===== src/rtl/rv_decode_stage_pkg.sv =====
// Shared types for the RV32I/RV64I decode stage: opcodes, encoding formats,
// funct7 constants and the XLEN-independent part of the decoded bundle.
package rv_decode_stage_pkg;

  typedef enum logic [6:0] {
    OP_LUI      = 7'b0110111,
    OP_AUIPC    = 7'b0010111,
    OP_JAL      = 7'b1101111,
    OP_JALR     = 7'b1100111,
    OP_BRANCH   = 7'b1100011,
    OP_LOAD     = 7'b0000011,
    OP_STORE    = 7'b0100011,
    OP_IMMED    = 7'b0010011,
    OP_REGREG   = 7'b0110011,
    OP_MISC_MEM = 7'b0001111,
    OP_SYSTEM   = 7'b1110011,
    OP_IMMED32  = 7'b0011011,
    OP_REGREG32 = 7'b0111011
  } opcode_t;

  typedef enum logic [2:0] {
    FMT_R = 3'd0,
    FMT_I = 3'd1,
    FMT_S = 3'd2,
    FMT_B = 3'd3,
    FMT_U = 3'd4,
    FMT_J = 3'd5
  } fmt_t;

  localparam logic [6:0] F7_BASE = 7'b0000000;
  localparam logic [6:0] F7_ALT  = 7'b0100000;

  // Decoded fields; the stage wraps these with its XLEN-wide pc and imm.
  typedef struct packed {
    logic [6:0] opcode;
    logic [4:0] rd;
    logic [4:0] rs1;
    logic [4:0] rs2;
    logic [2:0] funct3;
    logic [6:0] funct7;
    fmt_t       fmt;
    logic       illegal;
  } dec_fields_t;

endpackage


===== src/rtl/rv_decode_comb.sv =====
// Purely combinational instruction decoder: raw word -> fields, format,
// legality flag and sign-extended XLEN-wide immediate.
module rv_decode_comb
  import rv_decode_stage_pkg::*;
#(
  parameter int XLEN = 32
) (
  input  logic [31:0]     instr,
  output dec_fields_t     fields,
  output logic [XLEN-1:0] imm
);

  localparam bit RV64 = (XLEN == 64);

  logic [6:0] opc;
  logic [2:0] f3;
  logic [6:0] f7;
  logic       illegal;
  fmt_t       fmt;
  logic       sh_l_ok;
  logic       sh_r_ok;
  logic signed [31:0] imm_i, imm_s, imm_b, imm_u, imm_j, imm_sel;

  function automatic logic signed [XLEN-1:0] sext_xlen(input logic signed [31:0] v);
    return XLEN'(v);
  endfunction

  assign opc = instr[6:0];
  assign f3  = instr[14:12];
  assign f7  = instr[31:25];

  assign imm_i = {{20{instr[31]}}, instr[31:20]};
  assign imm_s = {{20{instr[31]}}, instr[31:25], instr[11:7]};
  assign imm_b = {{19{instr[31]}}, instr[31], instr[7], instr[30:25], instr[11:8], 1'b0};
  assign imm_u = {instr[31:12], 12'b0};
  assign imm_j = {{11{instr[31]}}, instr[31], instr[19:12], instr[20], instr[30:21], 1'b0};

  // Shift-immediate legality: RV64 has a 6-bit shamt, so only instr[31:26] is checked
  always_comb begin
    if (RV64) begin
      sh_l_ok = (instr[31:26] == F7_BASE[6:1]);
      sh_r_ok = (instr[31:26] == F7_BASE[6:1]) || (instr[31:26] == F7_ALT[6:1]);
    end else begin
      sh_l_ok = (f7 == F7_BASE);
      sh_r_ok = (f7 == F7_BASE) || (f7 == F7_ALT);
    end
  end

  // Opcode -> format and legality; any illegal word is reported as I-format
  always_comb begin
    illegal = 1'b0;
    fmt     = FMT_I;
    case (opc)
      OP_LUI, OP_AUIPC: fmt = FMT_U;
      OP_JAL:           fmt = FMT_J;
      OP_JALR:          illegal = (f3 != 3'b000);
      OP_LOAD:          illegal = RV64 ? (f3 == 3'b111) : ((f3 == 3'b011) || (f3[2:1] == 2'b11));
      OP_MISC_MEM, OP_SYSTEM: illegal = 1'b0;
      OP_IMMED: begin
        case (f3)
          3'b001:  illegal = !sh_l_ok;
          3'b101:  illegal = !sh_r_ok;
          default: illegal = 1'b0;
        endcase
      end
      OP_BRANCH: begin
        fmt     = FMT_B;
        illegal = (f3[2:1] == 2'b01);
      end
      OP_STORE: begin
        fmt     = FMT_S;
        illegal = RV64 ? (f3 > 3'b011) : (f3 > 3'b010);
      end
      OP_REGREG: begin
        fmt     = FMT_R;
        illegal = !((f7 == F7_BASE) || ((f7 == F7_ALT) && ((f3 == 3'b000) || (f3 == 3'b101))));
      end
      OP_IMMED32: begin
        if (RV64) begin
          case (f3)
            3'b000:  illegal = 1'b0;
            3'b001:  illegal = (f7 != F7_BASE);
            3'b101:  illegal = !((f7 == F7_BASE) || (f7 == F7_ALT));
            default: illegal = 1'b1;
          endcase
        end else begin
          illegal = 1'b1;
        end
      end
      OP_REGREG32: begin
        fmt = FMT_R;
        if (RV64) begin
          case (f3)
            3'b000, 3'b101: illegal = !((f7 == F7_BASE) || (f7 == F7_ALT));
            3'b001:         illegal = (f7 != F7_BASE);
            default:        illegal = 1'b1;
          endcase
        end else begin
          illegal = 1'b1;
        end
      end
      default: illegal = 1'b1;
    endcase
    if (instr[1:0] != 2'b11) illegal = 1'b1;
    if (illegal) fmt = FMT_I;
  end

  // Immediate chosen by final format, then sign-extended to XLEN
  always_comb begin
    case (fmt)
      FMT_I:   imm_sel = imm_i;
      FMT_S:   imm_sel = imm_s;
      FMT_B:   imm_sel = imm_b;
      FMT_U:   imm_sel = imm_u;
      FMT_J:   imm_sel = imm_j;
      default: imm_sel = '0;
    endcase
  end

  assign imm = sext_xlen(imm_sel);

  assign fields = '{opcode:  opc,
                    rd:      instr[11:7],
                    rs1:     instr[19:15],
                    rs2:     instr[24:20],
                    funct3:  f3,
                    funct7:  f7,
                    fmt:     fmt,
                    illegal: illegal};

endmodule


===== src/rtl/rv_decode_stage.sv =====
// Decode pipeline stage: combinational decode, one output register backed by
// a single skid entry (registered in_ready), and a saturating illegal counter.
module rv_decode_stage
  import rv_decode_stage_pkg::*;
#(
  parameter int XLEN  = 32,
  parameter int CNT_W = 16
) (
  input  logic             CLK,
  input  logic             RST,
  input  logic             flush,
  input  logic             in_valid,
  output logic             in_ready,
  input  logic [31:0]      in_instr,
  input  logic [XLEN-1:0]  in_pc,
  output logic             out_valid,
  input  logic             out_ready,
  output logic [XLEN-1:0]  out_pc,
  output logic [6:0]       out_opcode,
  output logic [4:0]       out_rd,
  output logic [4:0]       out_rs1,
  output logic [4:0]       out_rs2,
  output logic [2:0]       out_funct3,
  output logic [6:0]       out_funct7,
  output logic [2:0]       out_fmt,
  output logic [XLEN-1:0]  out_imm,
  output logic             out_illegal,
  output logic [CNT_W-1:0] ill_count
);

  typedef struct packed {
    logic [XLEN-1:0] pc;
    logic [XLEN-1:0] imm;
    dec_fields_t     f;
  } bundle_t;

  dec_fields_t     dec_fields_p0;
  logic [XLEN-1:0] dec_imm_p0;
  bundle_t         dec_p0;

  bundle_t         out_p1, out_nxt;
  bundle_t         skid_p1, skid_nxt;
  logic            vld_p1, vld_nxt;
  logic            skid_vld_p1, skid_vld_nxt;
  logic            in_ready_p1;
  logic [CNT_W-1:0] ill_count_p1;
  logic            accept, xfer;

  function automatic logic [CNT_W-1:0] sat_inc(input logic [CNT_W-1:0] v);
    return (&v) ? v : v + 1'b1;
  endfunction

  rv_decode_comb #(.XLEN(XLEN)) u_comb (
    .instr  (in_instr),
    .fields (dec_fields_p0),
    .imm    (dec_imm_p0)
  );

  assign dec_p0 = '{pc: in_pc, imm: dec_imm_p0, f: dec_fields_p0};

  assign accept = in_valid && in_ready_p1;
  assign xfer   = vld_p1 && out_ready;

  // Next-state for output register and skid entry (FIFO order, skid drains first)
  always_comb begin
    out_nxt      = out_p1;
    vld_nxt      = vld_p1;
    skid_nxt     = skid_p1;
    skid_vld_nxt = skid_vld_p1;
    if (flush) begin
      vld_nxt      = 1'b0;
      skid_vld_nxt = 1'b0;
    end else if (!vld_p1 || out_ready) begin
      if (skid_vld_p1) begin
        out_nxt      = skid_p1;
        vld_nxt      = 1'b1;
        skid_vld_nxt = accept;
        if (accept) skid_nxt = dec_p0;
      end else begin
        vld_nxt = accept;
        if (accept) out_nxt = dec_p0;
      end
    end else if (accept) begin
      skid_nxt     = dec_p0;
      skid_vld_nxt = 1'b1;
    end
  end

  // ---- p0 -> p1: output register, valids, ready and counter ----
  always_ff @(posedge CLK) begin
    if (RST) begin
      out_p1       <= '0;
      vld_p1       <= 1'b0;
      skid_vld_p1  <= 1'b0;
      in_ready_p1  <= 1'b1;
      ill_count_p1 <= '0;
    end else begin
      out_p1       <= out_nxt;
      vld_p1       <= vld_nxt;
      skid_vld_p1  <= skid_vld_nxt;
      in_ready_p1  <= !skid_vld_nxt;
      if (xfer && out_p1.f.illegal) ill_count_p1 <= sat_inc(ill_count_p1);
    end
  end

  // Skid data only matters while skid_vld_p1 is set, so it carries no reset
  always_ff @(posedge CLK) begin
    skid_p1 <= skid_nxt;
  end

  assign in_ready    = in_ready_p1;
  assign out_valid   = vld_p1;
  assign out_pc      = out_p1.pc;
  assign out_opcode  = out_p1.f.opcode;
  assign out_rd      = out_p1.f.rd;
  assign out_rs1     = out_p1.f.rs1;
  assign out_rs2     = out_p1.f.rs2;
  assign out_funct3  = out_p1.f.funct3;
  assign out_funct7  = out_p1.f.funct7;
  assign out_fmt     = out_p1.f.fmt;
  assign out_imm     = out_p1.imm;
  assign out_illegal = out_p1.f.illegal;
  assign ill_count   = ill_count_p1;

endmodule

===== config.mk =====
export PLATFORM = sky130hd
export DESIGN_NAME = rv_decode_stage
export DESIGN_NICKNAME = d
export VERILOG_FILES = /design/src/rtl/rv_decode_stage_pkg.sv /design/src/rtl/rv_decode_comb.sv /design/src/rtl/rv_decode_stage.sv
export SDC_FILE = /design/constraint.sdc
export NUM_CORES = 1
export LEC_CHECK = 0
export ABC_AREA = 0
export CAP_MARGIN = 20
export CORE_AREA = 2 2 134 149
export DETAILED_ROUTE_END_ITERATION = 8
export DIE_AREA = 0 0 136 151
export GPL_TIMING_DRIVEN = 0
export PLACE_DENSITY = 0.8
export SLEW_MARGIN = 20
export SYNTH_ARGS = -nofsm -noshare
export SYNTH_HDL_FRONTEND = slang
export SYNTH_SLANG_ARGS = --single-unit

===== constraint.sdc =====
create_clock -name CLK -period 29.6 [get_ports CLK]
set_input_delay 5.92 -clock CLK [delete_from_list [all_inputs] [get_ports CLK]]
set_output_delay 5.92 -clock CLK [all_outputs]
set_load 0.03 [all_outputs]

==> results.toml, run 1 <==
[outcome]
status = "complete, no violations"

[clocking]
post_cts_resize_count = 0
cts_setup_buffers = 0
cts_tree = "yes"
cts.sinks = 219
cts-buffers-inserted = 23
clkTransAtPathRegs_ns = 0.06
cts.path.max_buffers = 3
ctsHtreeMaxLevel = 1
worstSkewPairLatency_ns = 0.50
cts_hold_buffers = 0
root_buffer = "clkbuf_16"

[critical_path]
path_buf_inv = 4
r2r_cells = 8
cp.depth = 7
arrival_ns = 8.11
cp_common_cell = "buf_4"
critPathSlowestCell = "nor3_2"
path_class = "in2reg"
reg2reg_from = "skid_vld_p1$_SDFF_PP0_"
rrSetupSlack_ns = 26.77
cp-start-kind = "primary input"
max_stage_delay_ns = 0.61
cp-startpoint = "out_ready"
cp-endpoint = "skid_p1[29]$_DFFE_PP_"
timing.rr.end = "skid_p1[29]$_DFFE_PP_"
path_delay_family = "buffers and inverters"
critPathMaxFanout = 11
worstPathRequired_ns = 29.80
endpoint_kind = "flop"
crit_chain = "clkdlybuf4s50_1 > nor2b_1 > nor2_1 > nor3_2 > buf_4 > buf_6 > buf_4"

[timing]
period_needed_ns = 7.91
hold-worst-slack_ns = 0.454
relSlewSlack_pct = 47.9
tns_ns = 0
setup_ws_ns = 21.69
hold_violations = 0
min_period_over_period_pct = 26.7
rsz0062_at_grt = "no"
max_freq_ghz = 0.126
setup_viol = 0
tightest_slew_ns = 0.782
finClkSkew_ns = 0.0118
drv_slew = 0

[synthesis]
netlist_area_sq_um = 9000
yosysWarningCount = 0
syn_inst = 818
synth_top_area_share_pct = 33.4
yosysUniqueCellTypes = 50
seq_area_frac_synth_pct = 59.8
avgSynthCellArea_sq_um = 11.0
synth-edff-count = 100
synth.largest_area_cell = "edfxtp_1"
ys_ff_latch = 219
synth_ff_type = "dfxtp_1"
synthTopCellsByArea = "edfxtp_1, dfxtp_1, mux2i_1, a211oi_1, nor2_1"
synthesis.nets = 888
async_reset_ff_share_pct = 0

[route]
viasPerCell = 5.44
ant_nets = 0
drc = 0
firstDrtPassIters = 5
via_count = 7080
drt_iter0_drc = 409
detail_route.wl_per_cell_um = 18.1
wl_um = 23600

[finish]
drive_gt1_share_pct = 7.30
n_antenna_cell = 0
design_area_sq_um = 12100
fillers = 1542
multi_input_area_sq_um = 3290
layout.cells.non_filler = 1302
nNetsFinal = 1109
area_delta_synth_final_pct = 33.9
seqCellArea_sq_um = 5390

[floorplanning]
dieArea_sq_um = 20500
die-height_um = 151
boundaryPins = 187
initial_core_util_pct = 47.5
die_w_um = 136
core_sq_um = 19000
rows = 53

[place]
placed_area_sq_um = 11300
placed_cells = 1261
pre_cts_ws_ns = 21.24
dp_hpwl_um = 16900
gp_congestion = 0.858
numPortBuffers = 185

[pwr]
p_per_area_nw_per_um2 = 59.4
peakVddDrop_v = 0.0000430
p_leak_nw = 4.20

[global_routing]
grt_usage_pct = 22.4
grt_max_degree = 15
grt_first_pass_wirelength_um = 36400
grt_overflow = 0
antenna_found_initial = 0
grt_pass1_vias = 6944

[worst_hold_path]
hold_path_class = "reg2reg"
hold_start = "out_imm[18]$_SDFFE_PP0P_"

[job]
maxCapViolCount = 0
flip-flops by register name, summed over array words and instances, names as in the netlist:
name and cells:
skid_p1 100, out_imm 32, out_pc 32, ill_count 16, out_funct7 7, out_opcode 7
out_rd 5, out_rs1 5, out_rs2 5, out_fmt 3, out_funct3 3, in_ready 1
out_illegal 1, out_valid 1, skid_vld_p1 1
power breakdown:
| group | leakage [nW] | switching [mW] | total [mW] | internal [mW] |
|---|---|---|---|---|
| Combinational | 1.93 | 0.0505 | 0.0866 | 0.0361 |
| Clock | 0.385 | 0.114 | 0.297 | 0.183 |
| Sequential | 1.89 | 0.00512 | 0.332 | 0.327 |
synthesized netlist by cell type, types with 13 or more instances:
library cell and instances:
mux2i_1 60, nor2b_1 27, o21ai_0 13, inv_1 15, a211oi_1 73, clkbuf_1 35
nand2_1 57, buf_2 18, a21oi_1 48, nor3_1 14, dfxtp_1 119, nor2_1 99
edfxtp_1 100, a31oi_1 13
area by class of cell:
class / count / share of cell area (%)
Buffer: 61 / 2.34
Multi-Input combinational cell: 523 / 27.3
Timing Repair Buffer: 196 / 16.1
Tap cell: 247 / 2.56
Sequential cell: 219 / 44.7
Clock buffer: 36 / 5.95
Clock inverter: 5 / 0.633
Inverter: 15 / 0.467
per-stage QoR:
| stage | utilization [%] | power [mW] |
|---|---|---|
| floorplan | - | 0.384 |
| global placement | 58.9 | 0.423 |
| detailed placement | 59.4 | 0.424 |
| CTS | 63.6 | 0.719 |
| global route | 63.6 | 0.738 |
| finish | 63.6 | 0.715 |
tightest hold or removal path: cells and delay by family (launching register included):
family,cells,cell delay [ns]
AO/OA/AOI/OAI,1,0.05
AND/OR/NAND/NOR,1,0.05
flip-flops,1,0.31
routing by layer:
layer  part of all wire, %  wire length (um)  vias to the layer above  track usage (%)
met5                     0                 0                        -                0
met1                    42              9800                     3372             28.9
met2                    48             11400                      250             38.1
met4                   2.7               642                        0             7.03
met3                   7.3              1720                       43             4.08
li1                      -                 -                     3415                -
logic make-up (layout without fill, tap and decap cells):
| group | after synthesis | count (layout) | synth area share (%) |
|---|---|---|---|
| xor gates and xnor gates | 14 | 14 | 1.36 |
| adders and majority gates | 2 | 2 | 0.250 |
| buffers and inverters | 76 | 313 | 3.75 |
| muxes | 60 | 60 | 6.67 |
| AOI/OAI and AO/OA | 197 | 197 | 15.0 |
| DFF | 219 | 219 | 59.8 |
| and+or+nand+nor | 250 | 250 | 13.1 |
cell usage in the layout, fill, tap and decap left out, drive strengths merged, types with 2 or more instances in the layout:
master and n:
and4 7, a221o 4, clkbuf 71, a21oi 49, nor3 15, bufinv 2
clkdlybuf4s50 185, nor2 99, a211oi 73, and3 8, o21ai 21, a31oi 13
a22o 6, xnor2 8, a21o 10, mux2i 60, o2111ai 2, nand4b 2
o2bb2ai 2, dfxtp 119, inv 15, and2 12, clkinv 2, or3 3
nand4 2, nand3 12, buf 37, a21boi 12, o21a 2, nand2 57
edfxtp 100, xor2 6, nor2b 27
worst min-delay path by stage:
| stage | to | cells past startpoint |
|---|---|---|
| detailed placement | out_imm[18]$_SDFFE_PP0P_ | 2 |
| finish | out_imm[18]$_SDFFE_PP0P_ | 2 |
| global placement | out_imm[14]$_SDFFE_PP0P_ | 2 |
| global route | out_imm[19]$_SDFFE_PP0P_ | 2 |
| CTS | out_imm[18]$_SDFFE_PP0P_ | 2 |
| floorplan | out_funct7[0]$_SDFFE_PP0P_ | 2 |
No activity file was read; power rests on OpenSTA's default activity.
==> run 2, diff against run 1 <==
Settings changed: CORE_AREA 2 2 134 149 to 2 2 137 152, DIE_AREA 0 0 136 151 to 0 0 139 154.
Clock period 29.6 ns to 7.2 ns, I/O delays scaled along.
==> results.toml, run 2 (synthesized netlist as in run 1, its figures left out) <==
[finish]
nNetsFinal = 1105
fillers = 1583
area_delta_synth_final_pct = 33.8
n_antenna_cell = 0
design_area_sq_um = 12100
largest_register_ffs = 100
drive_gt1_share_pct = 6.76
top_register = "skid_p1"
layout_commonest_cell = "clkdlybuf4s50_1"
fin_util_pct = 61.1
final_cell_mix = "clkdlybuf4s50_1, dfxtp_1, edfxtp_1"

[place]
gp_congestion = 0.835
numPortBuffers = 185
dp_hpwl_um = 17000
placed_area_sq_um = 11300

[clocking]
ctsHtreeMaxLevel = 1
post_cts_resize_count = 0
cts_tree = "yes"
worstSkewPairLatency_ns = 0.50
cts.path.max_buffers = 3
cts_hold_buffers = 0
root_buffer = "clkbuf_16"
clkTransAtPathRegs_ns = 0.06
cts.sinks = 219
cts_setup_buffers = 0
cts-buffers-inserted = 23

[critical_path]
critPathMaxFanout = 10
max_stage_delay_ns = 0.53
crit_chain = "clkdlybuf4s50_1 > nor2b_1 > nor3_1 > clkbuf_1 > clkbuf_1 > a211oi_1"
cp.depth = 6
r2r_cells = 7
critPathSlowestCell = "nor3_1"
reg2reg_from = "skid_vld_p1$_SDFF_PP0_"
path_buf_inv = 3
path_delay_family = "buffers and inverters"
endpoint_kind = "flop"
worstPathRequired_ns = 7.54
arrival_ns = 3.72
rrSetupSlack_ns = 4.59
cp_common_cell = "clkbuf_1"
cp-start-kind = "primary input"
path_class = "in2reg"
timing.rr.end = "skid_p1[73]$_DFFE_PP_"

[timing]
rsz0062_at_grt = "no"
tightest_slew_ns = 0.761
max_freq_ghz = 0.296
period_needed_ns = 3.38
relSlewSlack_pct = 49.3
setup_viol = 0
min_period_over_period_pct = 46.9
drv_slew = 0
hold_violations = 0
finClkSkew_ns = 0.0157

[pwr]
p_leak_nw = 4.18
p_per_area_nw_per_um2 = 243
p_total_mw = 2.93
peakVddDrop_v = 0.000190

[floorplanning]
rows = 54
boundaryPins = 187
die_w_um = 139
dieArea_sq_um = 21400
die-height_um = 154
initial_core_util_pct = 45.6
core_sq_um = 19700

[global_routing]
grt_pass1_vias = 7083
grt_overflow = 0
grt_usage_pct = 21.7
grt_max_degree = 17
antenna_found_initial = 0
grt_first_pass_wirelength_um = 37800

[route]
via_count = 7182
ant_nets = 0
firstDrtPassIters = 6
drt_iter0_drc = 447
wl_um = 23800
detail_route.wl_per_cell_um = 18.3
viasPerCell = 5.51
drc = 0

[worst_hold_path]
hold_path_class = "reg2reg"
worstHoldEndpoint = "out_imm[19]$_SDFFE_PP0P_"
hold_path_depth = 2
hold_start = "out_imm[19]$_SDFFE_PP0P_"

[outcome]
status = "complete, no violations"

[job]
maxCapViolCount = 0
[run 2: cell types whose count changed in the layout (fill, tap and decap cells not counted), sizes merged]
cell and change:
buf -4, bufinv +2, clkinv +5, clkbuf -6
clkinvlp -1
[run 2: worst reg2reg max path, delay by kind of cell (launching register included)]
| kind | cells | cell delay [ns] |
|---|---|---|
| and+or+nand+nor | 2 | 0.75 |
| DFF | 1 | 0.30 |
| buffers and inverters | 5 | 1.26 |
[run 2: how the worst max path moves through the flow]
stage                    from                    endpoint
global route        out_ready  out_opcode[1]$_SDFFE_PP0P_
detailed placement  out_ready  out_opcode[1]$_SDFFE_PP0P_
CTS                 out_ready     out_pc[14]$_SDFFE_PP0P_
floorplan           out_ready        skid_p1[0]$_DFFE_PP_
finish              out_ready  out_opcode[1]$_SDFFE_PP0P_
global placement    out_ready       skid_p1[33]$_DFFE_PP_
[run 2: metrics by stage]
stage	TNS (ns)	hold slack, ns	setup slack (ns)	instances
after floorplan	0	0.509	1.10	818
after global placement	-130.06	0.445	-1.30	1255
after detailed placement	0	0.449	3.31	1262
after CTS	0	0.457	3.81	1303
after global routing	0	0.469	3.66	1303
final	0	0.459	3.82	1303
[run 2: routing by layer]
layer	routed length, um	GRT usage (%)
met1	10000	27.9
met2	11500	36.6
met3	1490	4.08
met4	824	8.13
met5	0	0
[run 2: cell type report]
| cell class | instances | area, sq um | share of cell area, % |
|---|---|---|---|
| Sequential cell | 219 | 5390 | 44.7 |
| Clock buffer | 30 | 612 | 5.08 |
| Multi-Input combinational cell | 523 | 3290 | 27.3 |
| Inverter | 15 | 56.3 | 0.467 |
| Timing Repair Buffer | 192 | 1960 | 16.2 |
| Tap cell | 252 | 315 | 2.62 |
| Clock inverter | 11 | 151 | 1.26 |
| Buffer | 61 | 282 | 2.34 |
[run 2: where the power goes]
part	switching (mW)	internal, mW
clock	0.473	0.740
combinational	0.207	0.148
sequential	0.0213	1.34
total	0.701	2.23
==> run 3, diff against run 2 <==
Clock period 7.2 ns to 2.81 ns, I/O delays scaled along.
==> results.toml, run 3 (synthesized netlist as in run 1, its figures left out) <==
[outcome]
status = "complete, no violations"

[route]
detail_route.wl_per_cell_um = 17.9
via_count = 7025
wl_um = 23300
viasPerCell = 5.40
firstDrtPassIters = 5
ant_nets = 0
drc = 0
drt_iter0_drc = 426

[global_routing]
grt_pass1_vias = 6834
antenna_found_initial = 0
grt_first_pass_wirelength_um = 36700
grt_overflow = 0
grt_max_degree = 18
grt_usage_pct = 21.2

[critical_path]
path_class = "reg2reg"
r2r_cells = 8
cp-startpoint = "skid_vld_p1$_SDFF_PP0_"
endpoint_kind = "flop"
rrSetupSlack_ns = 0.24
arrival_ns = 2.77
timing.rr.end = "skid_p1[27]$_DFFE_PP_"
cp-endpoint = "skid_p1[27]$_DFFE_PP_"
cp-start-kind = "flop"
worstPathRequired_ns = 3.01
reg2reg_from = "skid_vld_p1$_SDFF_PP0_"
critPathMaxFanout = 17

[clocking]
cts_setup_buffers = 0
cts_tree = "yes"
worstSkewPairLatency_ns = 0.50
post_cts_resize_count = 0
ctsHtreeMaxLevel = 1
cts_hold_buffers = 0
cts.sinks = 219
root_buffer = "clkbuf_16"
clkTransAtPathRegs_ns = 0.06
cts.path.max_buffers = 3
cts-buffers-inserted = 23

[place]
numPortBuffers = 185
gp_congestion = 0.808
dp_hpwl_um = 16800
placed_cells = 1261

[timing]
finClkSkew_ns = 0.0138
relSlewSlack_pct = 44.4
setup_viol = 0
max_freq_ghz = 0.389
hold_violations = 0
rsz0062_at_grt = "no"
drv_slew = 0
period_needed_ns = 2.57
min_period_over_period_pct = 91.5
tightest_slew_ns = 0.832
hold-worst-slack_ns = 0.454

[finish]
n_antenna_cell = 0
final_cell_mix = "clkdlybuf4s50_1, dfxtp_1, edfxtp_1"
area_delta_synth_final_pct = 33.4
layout_commonest_cell = "clkdlybuf4s50_1"
fillers = 1602
top_register = "skid_p1"
nNetsFinal = 1104
layout.cells.non_filler = 1302
largest_register_ffs = 100
drive_gt1_share_pct = 6.76

[floorplanning]
initial_core_util_pct = 45.6
core_sq_um = 19700
die_w_um = 139
boundaryPins = 187
dieArea_sq_um = 21400
die-height_um = 154
rows = 54

[pwr]
peakVddDrop_v = 0.000418
p_per_area_nw_per_um2 = 604
p_leak_nw = 4.15

[worst_hold_path]
hold_path_class = "reg2reg"

[job]
maxCapViolCount = 0
## run 3: metal layers
| metal | wire, um | vias to the layer above | global-route usage [%] |
|---|---|---|---|
| met5 | 0 | - | 0 |
| met4 | 642 | 0 | 7.02 |
| met3 | 1390 | 46 | 3.80 |
| met2 | 11300 | 247 | 35.8 |
| met1 | 10000 | 3318 | 27.7 |
| li1 | - | 3414 | - |
## run 3: metrics by stage
step	util, %	TNS [ns]	power, mW	setup WS [ns]	cell area (sq um)
after floorplan	-	-78.39	4.04	-0.784	9040
after global placement	56.8	-250.64	4.45	-2.43	11200
after detailed placement	57.3	-14.36	4.47	-0.242	11300
after CTS	60.9	0	7.29	0.236	12000
after global routing	60.9	0	7.50	0.118	12000
final	60.9	0	7.25	0.237	12000
## run 3: layout make-up
type	instances	area (sq um)	area share, %
clock buffers	36	644	5.37
clock inverters	5	50.0	0.417
multi-input cells	523	3300	27.5
well taps	252	315	2.63
inverters	15	56.3	0.469
plain buffers	61	298	2.48
flip-flops and latches	219	5390	44.9
repair buffers	191	1950	16.3
## run 3: how the worst min path moves through the flow
stage | startpoint | end | cells after the start
5_1_grt | out_imm[14]$_SDFFE_PP0P_ | out_imm[14]$_SDFFE_PP0P_ | 2
2_1_floorplan | skid_p1[4]$_DFFE_PP_ | out_funct7[0]$_SDFFE_PP0P_ | 2
4_1_cts | out_imm[14]$_SDFFE_PP0P_ | out_imm[14]$_SDFFE_PP0P_ | 2
3_3_place_gp | out_imm[12]$_SDFFE_PP0P_ | out_imm[12]$_SDFFE_PP0P_ | 2
3_5_place_dp | out_imm[14]$_SDFFE_PP0P_ | out_imm[14]$_SDFFE_PP0P_ | 2
6_report | out_imm[14]$_SDFFE_PP0P_ | out_imm[14]$_SDFFE_PP0P_ | 2
## run 3: power by group
group / switching (mW) / internal, mW / total, mW
clock network: 1.18 / 1.66 / 2.84
logic: 0.530 / 0.382 / 0.911
registers: 0.0538 / 3.44 / 3.49
total: 1.77 / 5.48 / 7.25
## run 3: critical path, cell delays in order, from the launching register on
cell and delay, ns:
dfxtp_1 0.30, buf_2 0.17, buf_6 0.19, clkbuf_8 0.18
nor2_2 0.06, nor3_4 0.70, buf_8 0.25, buf_8 0.19
buf_8 0.19
